File: config.mk
export PLATFORM = sky130hd
export DESIGN_NAME = ser_link_arbiter
export DESIGN_NICKNAME = d
export VERILOG_FILES = /design/src/rtl/ser_link_pkg.sv /design/src/rtl/ser_link_arbiter_rr_arbiter.sv /design/src/rtl/ser_link_arbiter.sv
export SDC_FILE = /design/constraint.sdc
export NUM_CORES = 1
export LEC_CHECK = 0
export CORE_MARGIN = 3
export CORE_UTILIZATION = 43
export DETAILED_ROUTE_END_ITERATION = 8
export GPL_TIMING_DRIVEN = 1
export PLACE_DENSITY = 0.82
export SYNTH_ARGS = -nofsm -noshare
export SYNTH_HDL_FRONTEND = slang
export SYNTH_SLANG_ARGS = --single-unit
File: constraint.sdc
create_clock -name clk_i -period 4 [get_ports clk_i]
set_input_delay 1.2 -clock clk_i [delete_from_list [all_inputs] [get_ports clk_i]]
set_output_delay 1.2 -clock clk_i [all_outputs]
set_load 0.02 [all_outputs]
File: src/rtl/ser_link_pkg.sv
// Shared definitions for the serial-link arbiter: FSM state encoding,
// default word geometry and a constant-function clog2 helper.
package ser_link_pkg;

  localparam logic [1:0] ST_IDLE_ENC  = 2'd0;
  localparam logic [1:0] ST_PRE_ENC   = 2'd1;
  localparam logic [1:0] ST_SHIFT_ENC = 2'd2;
  localparam logic [1:0] ST_GAP_ENC   = 2'd3;

  typedef enum logic [1:0] {
    ST_IDLE  = ST_IDLE_ENC,
    ST_PRE   = ST_PRE_ENC,
    ST_SHIFT = ST_SHIFT_ENC,
    ST_GAP   = ST_GAP_ENC
  } state_e;

  localparam int         DEF_WORD_W    = 32;
  localparam logic [7:0] DEF_SYNC_BYTE = 8'h5A;

  // Number of bits needed to index 'value' items (value >= 2).
  function automatic int clog2(input int value);
    int r;
    r = 0;
    while ((1 << r) < value) r++;
    return r;
  endfunction

endpackage

File: src/rtl/ser_link_arbiter_rr_arbiter.sv
// Combinational rotating-priority picker. Searches last_i+1 .. last_i
// (wrapping) and returns the first active request as one-hot and index.
// Shared with the receive-side scheduler.
module rr_arbiter
  import ser_link_pkg::*;
#(
  parameter  int NUM_REQ = 4,
  localparam int IDX_W   = clog2(NUM_REQ)
) (
  input  logic [NUM_REQ-1:0] req_i,
  input  logic [IDX_W-1:0]   last_i,
  output logic [NUM_REQ-1:0] gnt_o,
  output logic [IDX_W-1:0]   idx_o,
  output logic               valid_o
);

  int               cand;
  logic [IDX_W-1:0] cand_idx;

  // Walk the rotated priority order and keep the first hit.
  always_comb begin
    // NOTE: every output gets a default before the loop so no path leaves a
    // signal unassigned; an unassigned path would infer a latch.
    gnt_o    = '0;
    idx_o    = '0;
    valid_o  = 1'b0;
    cand     = 0;
    cand_idx = '0;
    for (int off = 1; off <= NUM_REQ; off++) begin
      cand     = (int'(last_i) + off) % NUM_REQ;
      cand_idx = cand[IDX_W-1:0];
      if (!valid_o && req_i[cand_idx]) begin
        valid_o         = 1'b1;
        gnt_o[cand_idx] = 1'b1;
        idx_o           = cand_idx;
      end
    end
  end

endmodule

File: src/rtl/ser_link_arbiter.sv
// Round-robin arbiter/sequencer sharing one parallel-to-serial converter
// among NUM_REQ word sources. Grants a source, loads its word with a
// one-cycle start strobe, owns the converter for WORD_W bit-times, then
// idles GAP_CYCLES before re-arbitrating.
// Optional build macro SER_LINK_SYNC_PREAMBLE_EN: each word is preceded by
// a full-width preamble word built from SYNC_BYTE (extra PRE state).
module ser_link_arbiter
  import ser_link_pkg::*;
#(
  parameter  int         NUM_REQ    = 4,
  parameter  int         WORD_W     = DEF_WORD_W,
  parameter  int         GAP_CYCLES = 1,
  parameter  logic [7:0] SYNC_BYTE  = DEF_SYNC_BYTE,
  localparam int         IDX_W      = clog2(NUM_REQ)
) (
  input  logic                      clk_i,
  input  logic                      reset_i,
  input  logic [NUM_REQ-1:0]        req_i,
  input  logic [NUM_REQ*WORD_W-1:0] req_data_i,
  output logic [NUM_REQ-1:0]        gnt_o,
  output logic [NUM_REQ-1:0]        done_o,
  output logic [IDX_W-1:0]          grant_id_o,
  output logic                      ser_start_o,
  output logic [WORD_W-1:0]         ser_p_in_o,
  output logic                      busy_o
);

  localparam int               CNT_W     = clog2(WORD_W);
  localparam logic [CNT_W-1:0] CNT_LAST  = CNT_W'(WORD_W - 1);
  localparam logic [CNT_W-1:0] CNT_DONE  = CNT_W'(WORD_W - 2);
  localparam logic [3:0]       GAP_LAST  = 4'(GAP_CYCLES - 1);
  localparam bit               NO_GAP    = (GAP_CYCLES == 0);
  localparam logic [IDX_W-1:0] LAST_INIT = IDX_W'(NUM_REQ - 1);

  state_e              state_q;
  logic [CNT_W-1:0]    cnt_q;
  logic [3:0]          gap_q;
  logic [IDX_W-1:0]    last_q;
  logic [NUM_REQ-1:0]  gnt_q;
  logic [NUM_REQ-1:0]  done_q;
  logic [IDX_W-1:0]    grant_id_q;
  logic                ser_start_q;
  logic [WORD_W-1:0]   ser_p_in_q;
`ifdef SER_LINK_SYNC_PREAMBLE_EN
  localparam logic [WORD_W-1:0] PREAMBLE = {(WORD_W / 8){SYNC_BYTE}};
  logic [WORD_W-1:0]   data_q;
`endif

  logic [NUM_REQ-1:0]  arb_gnt;
  logic [IDX_W-1:0]    arb_idx;
  logic                arb_valid;
  logic                arb_now_d;
  logic [WORD_W-1:0]   word_d;
  logic [NUM_REQ-1:0]  owner_oh_d;

  rr_arbiter #(.NUM_REQ(NUM_REQ)) u_rr (
    .req_i   (req_i),
    .last_i  (last_q),
    .gnt_o   (arb_gnt),
    .idx_o   (arb_idx),
    .valid_o (arb_valid)
  );

  // Arbitration slot: idle, or the final cycle before the converter frees up.
  always_comb begin
    arb_now_d = (state_q == ST_IDLE)
             || (NO_GAP  && state_q == ST_SHIFT && cnt_q == CNT_LAST)
             || (!NO_GAP && state_q == ST_GAP   && gap_q == GAP_LAST);
  end

  // Winner's word and the current owner's one-hot, via constant selects.
  always_comb begin
    word_d     = '0;
    owner_oh_d = '0;
    for (int i = 0; i < NUM_REQ; i++) begin
      if (arb_idx == IDX_W'(i)) word_d = req_data_i[i*WORD_W +: WORD_W];
      owner_oh_d[i] = (grant_id_q == IDX_W'(i));
    end
  end

  // Sequencer FSM with registered strobes; a grant overrides the state step.
  always_ff @(posedge clk_i) begin
    // NOTE: state is written only with non-blocking assignments so every
    // register samples pre-edge values regardless of statement order.
    if (reset_i) begin
      state_q     <= ST_IDLE;
      cnt_q       <= '0;
      gap_q       <= '0;
      last_q      <= LAST_INIT;
      gnt_q       <= '0;
      done_q      <= '0;
      grant_id_q  <= '0;
      ser_start_q <= 1'b0;
      ser_p_in_q  <= '0;
`ifdef SER_LINK_SYNC_PREAMBLE_EN
      data_q      <= '0;
`endif
    end else begin
      gnt_q       <= '0;
      done_q      <= '0;
      ser_start_q <= 1'b0;
      case (state_q)
        ST_IDLE: ;
`ifdef SER_LINK_SYNC_PREAMBLE_EN
        ST_PRE: begin
          cnt_q <= cnt_q + 1'b1;
          if (cnt_q == CNT_LAST) begin
            cnt_q       <= '0;
            ser_p_in_q  <= data_q;
            ser_start_q <= 1'b1;
            state_q     <= ST_SHIFT;
          end
        end
`endif
        ST_SHIFT: begin
          cnt_q <= cnt_q + 1'b1;
          if (cnt_q == CNT_DONE) done_q <= owner_oh_d;
          if (cnt_q == CNT_LAST) begin
            cnt_q   <= '0;
            gap_q   <= '0;
            state_q <= NO_GAP ? ST_IDLE : ST_GAP;
          end
        end
        ST_GAP: begin
          gap_q <= gap_q + 1'b1;
          if (gap_q == GAP_LAST) state_q <= ST_IDLE;
        end
        default: state_q <= ST_IDLE;
      endcase

      if (arb_now_d && arb_valid) begin
        gnt_q       <= arb_gnt;
        ser_start_q <= 1'b1;
        grant_id_q  <= arb_idx;
        last_q      <= arb_idx;
        cnt_q       <= '0;
`ifdef SER_LINK_SYNC_PREAMBLE_EN
        ser_p_in_q  <= PREAMBLE;
        data_q      <= word_d;
        state_q     <= ST_PRE;
`else
        ser_p_in_q  <= word_d;
        state_q     <= ST_SHIFT;
`endif
      end
    end
  end

  assign gnt_o       = gnt_q;
  assign done_o      = done_q;
  assign grant_id_o  = grant_id_q;
  assign ser_start_o = ser_start_q;
  assign ser_p_in_o  = ser_p_in_q;
  assign busy_o      = (state_q != ST_IDLE);

endmodule

== After elaboration in Yosys (flattened, before gate mapping) ==
Index checks and enable logic that the tools add are counted.
Word-level totals
  register bits after elaboration: 56
  input bits: 134
  output and inout port bits: 44
  word-level logic and storage cells: 111
Operators by class
  add/subtract/negate cells: 6
  $lt $le $gt $ge: 8
  eq/ne operators: 15
  mux-type cells: 40
  bitwise operators: 7
  reductions and logical operators: 25
Operators by type and width (number)
  two-way mux 32 bit: 4
  two-way mux 4 bit: 5
  two-way mux 2 bit: 7
  two-way mux 1 bit: 13
  == test 2 bit (second input constant): 6
  < comparator 2 x 3 -> 1 bit (second input constant): 4
  OR 4 bit: 3
  == test 5 bit (second input constant): 2
  logical AND 1 bit: 9
  binary-select mux 1 bit (select 2 bit): 4
  demux 1 bit (select 2 bit): 4
  >= comparator 2 x 1 -> 1 bit (second input constant): 4
  one-hot mux 4 bit (2 select lines): 1
  logical NOT 2 bit: 3
  one-hot mux 2 bit (3 select lines): 1
  AND reduction 3 bit: 2
  adder 5 x 1 -> 5 bit (second input constant): 1
  two-way mux 5 bit: 1
  adder 2 x 1 -> 2 bit (second input constant): 2
  adder 2 bit (second input constant): 2
  adder 4 x 1 -> 4 bit (second input constant): 1
  == test 2 x 1 -> 1 bit (second input constant): 2
  logical NOT 4 bit: 1
  != test 2 x 1 -> 1 bit (second input constant): 2
  10 further kinds: 17

== Longest topological paths before layout ==
  depth in word-level cells: 18
  gate-level depth with buffers: 10
  gate-level depth less buffers: 9

== By module ==
Synthesis repeated with hierarchy kept, for this count alone.
Unflattened totals
  cell total of the unflattened synthesis: 372
  area, all modules: 3582.2 µm²
By module, submodules not included
  ser_link_arbiter: instances 1, cells an instance 286, area an instance 2952.8 µm², seq. area each 1121.1 µm²
  rr_arbiter: instances 1, cells an instance 86, area an instance 629.4 µm², seq. area each 0.0 µm²

== Worst setup path after synthesis ==
No wires, ideal clock.
  path kind: input to register
  from: input req_i[3]
  to: register ser_p_in_q[20] (netlist: ser_p_in_o[20])
  setup time: 0.134 ns
  arrival time: 3.192 ns
  required time: 3.866 ns
  slack: 0.674 ns
  stages on the path: 9
  path buffers: 3
  cell sequence: buf_2 > or3b_1 > a2111o_1 > and3_4 > buf_6 > a21oi_4 > buf_6 > mux2i_1 > o211ai_1
On the way
  word-level cells in the longest chain between the ends: 17
  elaborated cells between the ends (all ways): 31
  classes of those cells: eq/ne (3); mux (20); reduce/logical (8)
RTL lines
  from (decl): RTL line ser_link_arbiter.sv:18  | input logic [NUM_REQ-1:0] req_i,
  binary-select mux 1 bit (select 2 bit): RTL line ser_link_arbiter_rr_arbiter.sv:32  | if (!valid_o && req_i[cand_idx]) begin
  two-way mux 1 bit (implied by the code): RTL line ser_link_arbiter_rr_arbiter.sv:32
  two-way mux 1 bit: RTL line ser_link_arbiter_rr_arbiter.sv:32
  logical NOT 1 bit: RTL line ser_link_arbiter_rr_arbiter.sv:32
  logical AND 1 bit: RTL line ser_link_arbiter_rr_arbiter.sv:32
  two-way mux 1 bit: RTL line ser_link_arbiter_rr_arbiter.sv:32
  logical NOT 1 bit: RTL line ser_link_arbiter_rr_arbiter.sv:32
  logical AND 1 bit: RTL line ser_link_arbiter_rr_arbiter.sv:32
  two-way mux 1 bit: RTL line ser_link_arbiter_rr_arbiter.sv:32
  logical NOT 1 bit: RTL line ser_link_arbiter_rr_arbiter.sv:32
  logical AND 1 bit: RTL line ser_link_arbiter_rr_arbiter.sv:32
  two-way mux 2 bit: RTL line ser_link_arbiter_rr_arbiter.sv:32
  logical NOT 2 bit: RTL line ser_link_arbiter.sv:76  | if (arb_idx == IDX_W'(i)) word_d = req_data_i[i*WORD_W +: WORD_W];
  two-way mux 32 bit (4 in a row): RTL line ser_link_arbiter.sv:76
  to (signal assigned): RTL line ser_link_arbiter.sv:142  | ser_p_in_q <= word_d;
  to (decl): RTL line ser_link_arbiter.sv:43  | logic [WORD_W-1:0] ser_p_in_q;
Several ways; a longest one is shown, not always the timed one. The select of a mux whose other input is x is not followed.
A chain may end at the register's enable or synchronous reset.

== Worst setup path in the final report ==
  from: input req_i[3]
  to: register ser_p_in_q[25] (netlist: ser_p_in_o[25])
The elaborated chain is that of the path after synthesis.

==> results.json <==
{
  "min_from": "ser_p_in_o[14]",
  "min_period_ns": 3.65,
  "dr.pass1.iters": 4,
  "ctsHtreeMaxLevel": 2,
  "slew-limit-headroom": 0.179,
  "critPathTopFamily": "compound AO/OA/AOI/OAI gates",
  "tns_ns": 0,
  "placed_cells": 785,
  "crit_top_cell": "buf_4",
  "grt_pass1_vias": 4532,
  "postCtsHoldBufs": 0,
  "path_max_fanout": 13,
  "synth_top_cell_by_area": "dfxtp_1",
  "fin_skew_ns": 0.00439,
  "r2r-start": "last_q[0]",
  "yosysWarnings": 0,
  "cts_root_buffer": "clkbuf_8",
  "synth_area_leaders": "dfxtp_1 (28%), nand2_1 (9.9%), mux2i_1 (9.6%)",
  "grt.overflow.total": 0,
  "async_flop_share": 0,
  "outcome": "finished, final reports clean",
  "ys_types": 48,
  "crit_path_top_delay_cell": "a31oi_1",
  "crit_start": "req_i[3]",
  "cp-end-kind": "flip-flop",
  "maxSlewViolCount": 0,
  "use_met1": 0.291,
  "area_growth_pct": 49.9,
  "synthDominantCellAreaShare": 0.282,
  "finalPower_mw": 1.94,
  "period_share": 0.912,
  "clk_pin_slew_ns": 0.11,
  "yosysSeqAreaShare": 0.282,
  "crit_type": "input pin to flip-flop",
  "post-dp-hpwl_mm": 9.98,
  "cts_buffers": 5,
  "cts_resized": 0,
  "cts_tree": "done",
  "routed_wl_mm": 13.0,
  "arrival_ns": 3.89,
  "syn_area_per_cell_um2": 7.55,
  "worst_slack_ns": 0.353,
  "synth_edf_count": 0,
  "viasPerCell": 5.78,
  "pin_count": 178,
  "rsz0062_at_grt": "false",
  "synth_common_cells": "nand2_1 (105), dfxtp_1 (56), nor2_1 (56)",
  "leakagePower_nw": 2.41,
  "cp-start-kind": "input pin",
  "use_met2": 0.437,
  "core-area_um2": 8850,
  "track_usage": 0.242,
  "cp_data_required_time_ns": 4.24,
  "post_cts_buffers": 0,
  "numPortBuffers": 177,
  "start_util": 0.449,
  "ys.flop_type": "dfxtp_1",
  "die-width_um": 102,
  "synth_fp_nets": 673,
  "wire_per_inst_um": 16.4,
  "die_y_um": 102,
  "dieArea_um2": 10400,
  "clockBufferDepth": 2,
  "met3_usage": 0.0328,
  "holdWs_ns": 0.487,
  "nets": 831,
  "syn-instance-count": 526,
  "cts.sinks": 56,
  "final_cells": 793,
  "insertion_delay_ns": 0.31,
  "yosysMostFrequentCell": "nand2_1",
  "hold_class": "flip-flop to flip-flop",
  "cellPowerDensity_nw_per_um2": 327,
  "antenna_left": 0,
  "synthesis.area_um2": 3970,
  "synth_seq_cells": 56,
  "antenna_found_initial": 0,
  "final_util": 0.673,
  "path_cells": "clkdlybuf4s50_1, buf_4, or2_2, or3_1, nand3_1, buf_4, a31oi_1, o31ai_1, o211ai_1",
  "grt_max_degree": 41,
  "critPathMaxStageDelay_ns": 0.90,
  "post-place-ws_ns": 0.0747,
  "vias": 4580,
  "grt_pass1_wl_mm": 20.6,
  "placed_area_um2": 5840,
  "maxCapViolations": 0,
  "path_buf_inv": 3,
  "finalWeightedCongestion": 0.845,
  "drive_gt1_frac": 0.0584,
  "rows": 34,
  "grt.busiest_layer": "met2",
  "fin_area_um2": 5950,
  "max_slew.worst_pin.slew_ns": 1.23,
  "drt-initial-drc-count": 269,
  "peakVddDrop_uv": 207,
  "finalHoldViolations": 0,
  "finalSetupViolCount": 0,
  "fmax_mhz": 274,
  "drc": 0,
  "diodes": 0
}
==> worst min-delay path, stage by stage, from the launching register on <==
cell      delay [ns]
dfxtp_1         0.34
nand2_1         0.05
o311ai_1        0.07
==> metal layers <==
| layer | part of all wire | routed length (um) |
|---|---|---|
| met5 | 0 | 0 |
| met4 | 0.018 | 235 |
| met3 | 0.062 | 812 |
| met2 | 0.52 | 6780 |
| met1 | 0.40 | 5190 |
==> state kept, by name, summed over array words and instances, names as in the netlist <==
name	flops
ser_start_o	1
done_o	4
cnt_q	5
gap_q	4
gnt_o	4
grant_id_o	2
state_q	2
ser_p_in_o	32
last_q	2
==> power breakdown <==
group	total [mW]	switching, mW	internal [mW]
Combinational	0.874	0.431	0.442
Sequential	0.682	0.0536	0.628
Clock	0.389	0.200	0.189
==> cell type report <==
cell class                 instances  area [um2]
clock inverter                     3        47.5
clock buffer                       5        68.8
multi-input combinational        420        2620
inverter                           7        26.3
timing repair buffer             194        1940
sequential                        56        1120
fill                             754        2900
tap                              108         135
==> placed cells by master, fill, tap and decap left out, types with 2 or more instances in the layout <==
master | synthesis | routed
ha_1 | 13 | 13
o211ai_1 | 12 | 12
o31ai_1 | 32 | 32
buf_12 | 2 | 3
nor2b_1 | 2 | 2
dfxtp_1 | 56 | 56
clkbuf_8 | 0 | 5
or2_2 | 3 | 3
inv_1 | 7 | 7
mux2i_1 | 38 | 38
buf_4 | 0 | 14
nor3b_1 | 2 | 2
or3_1 | 3 | 3
nand2_1 | 105 | 105
nand3b_1 | 2 | 2
o21ai_0 | 36 | 36
nor3_1 | 6 | 6
a21oi_1 | 7 | 7
nand3_1 | 7 | 7
mux2_2 | 2 | 2
and2_1 | 2 | 2
clkdlybuf4s50_1 | 0 | 177
nor2_1 | 56 | 55
clkinv_4 | 0 | 2
a22oi_1 | 7 | 7
a221oi_1 | 4 | 4
a31oi_1 | 2 | 2
and3_1 | 36 | 36
nand2b_1 | 2 | 2
nand4_1 | 2 | 2
mux4_2 | 2 | 2
o311ai_1 | 21 | 21
==> logic make-up (layout without fill, tap and decap cells) <==
logic type	after synthesis	after routing	synth area share
and+or+nand+nor	234	234	0.268
muxes	42	42	0.113
adders and majority gates	13	13	0.0409
DFF	56	56	0.282
AOI/OAI and AO/OA	131	131	0.234
buffers and inverters	50	209	0.0617
==> final timing paths <==
| kind | cells past startpoint | slack, ns | endpoint |
|---|---|---|---|
| setup / recovery | 9 | 0.35 | ser_p_in_o[25] |
| hold / removal | 2 | 0.49 | ser_p_in_o[14] |
| setup reg to reg | 8 | 0.66 | ser_p_in_o[25] |
| hold reg to reg | 2 | 0.49 | ser_p_in_o[14] |
(Power assumes the default switching activity.)
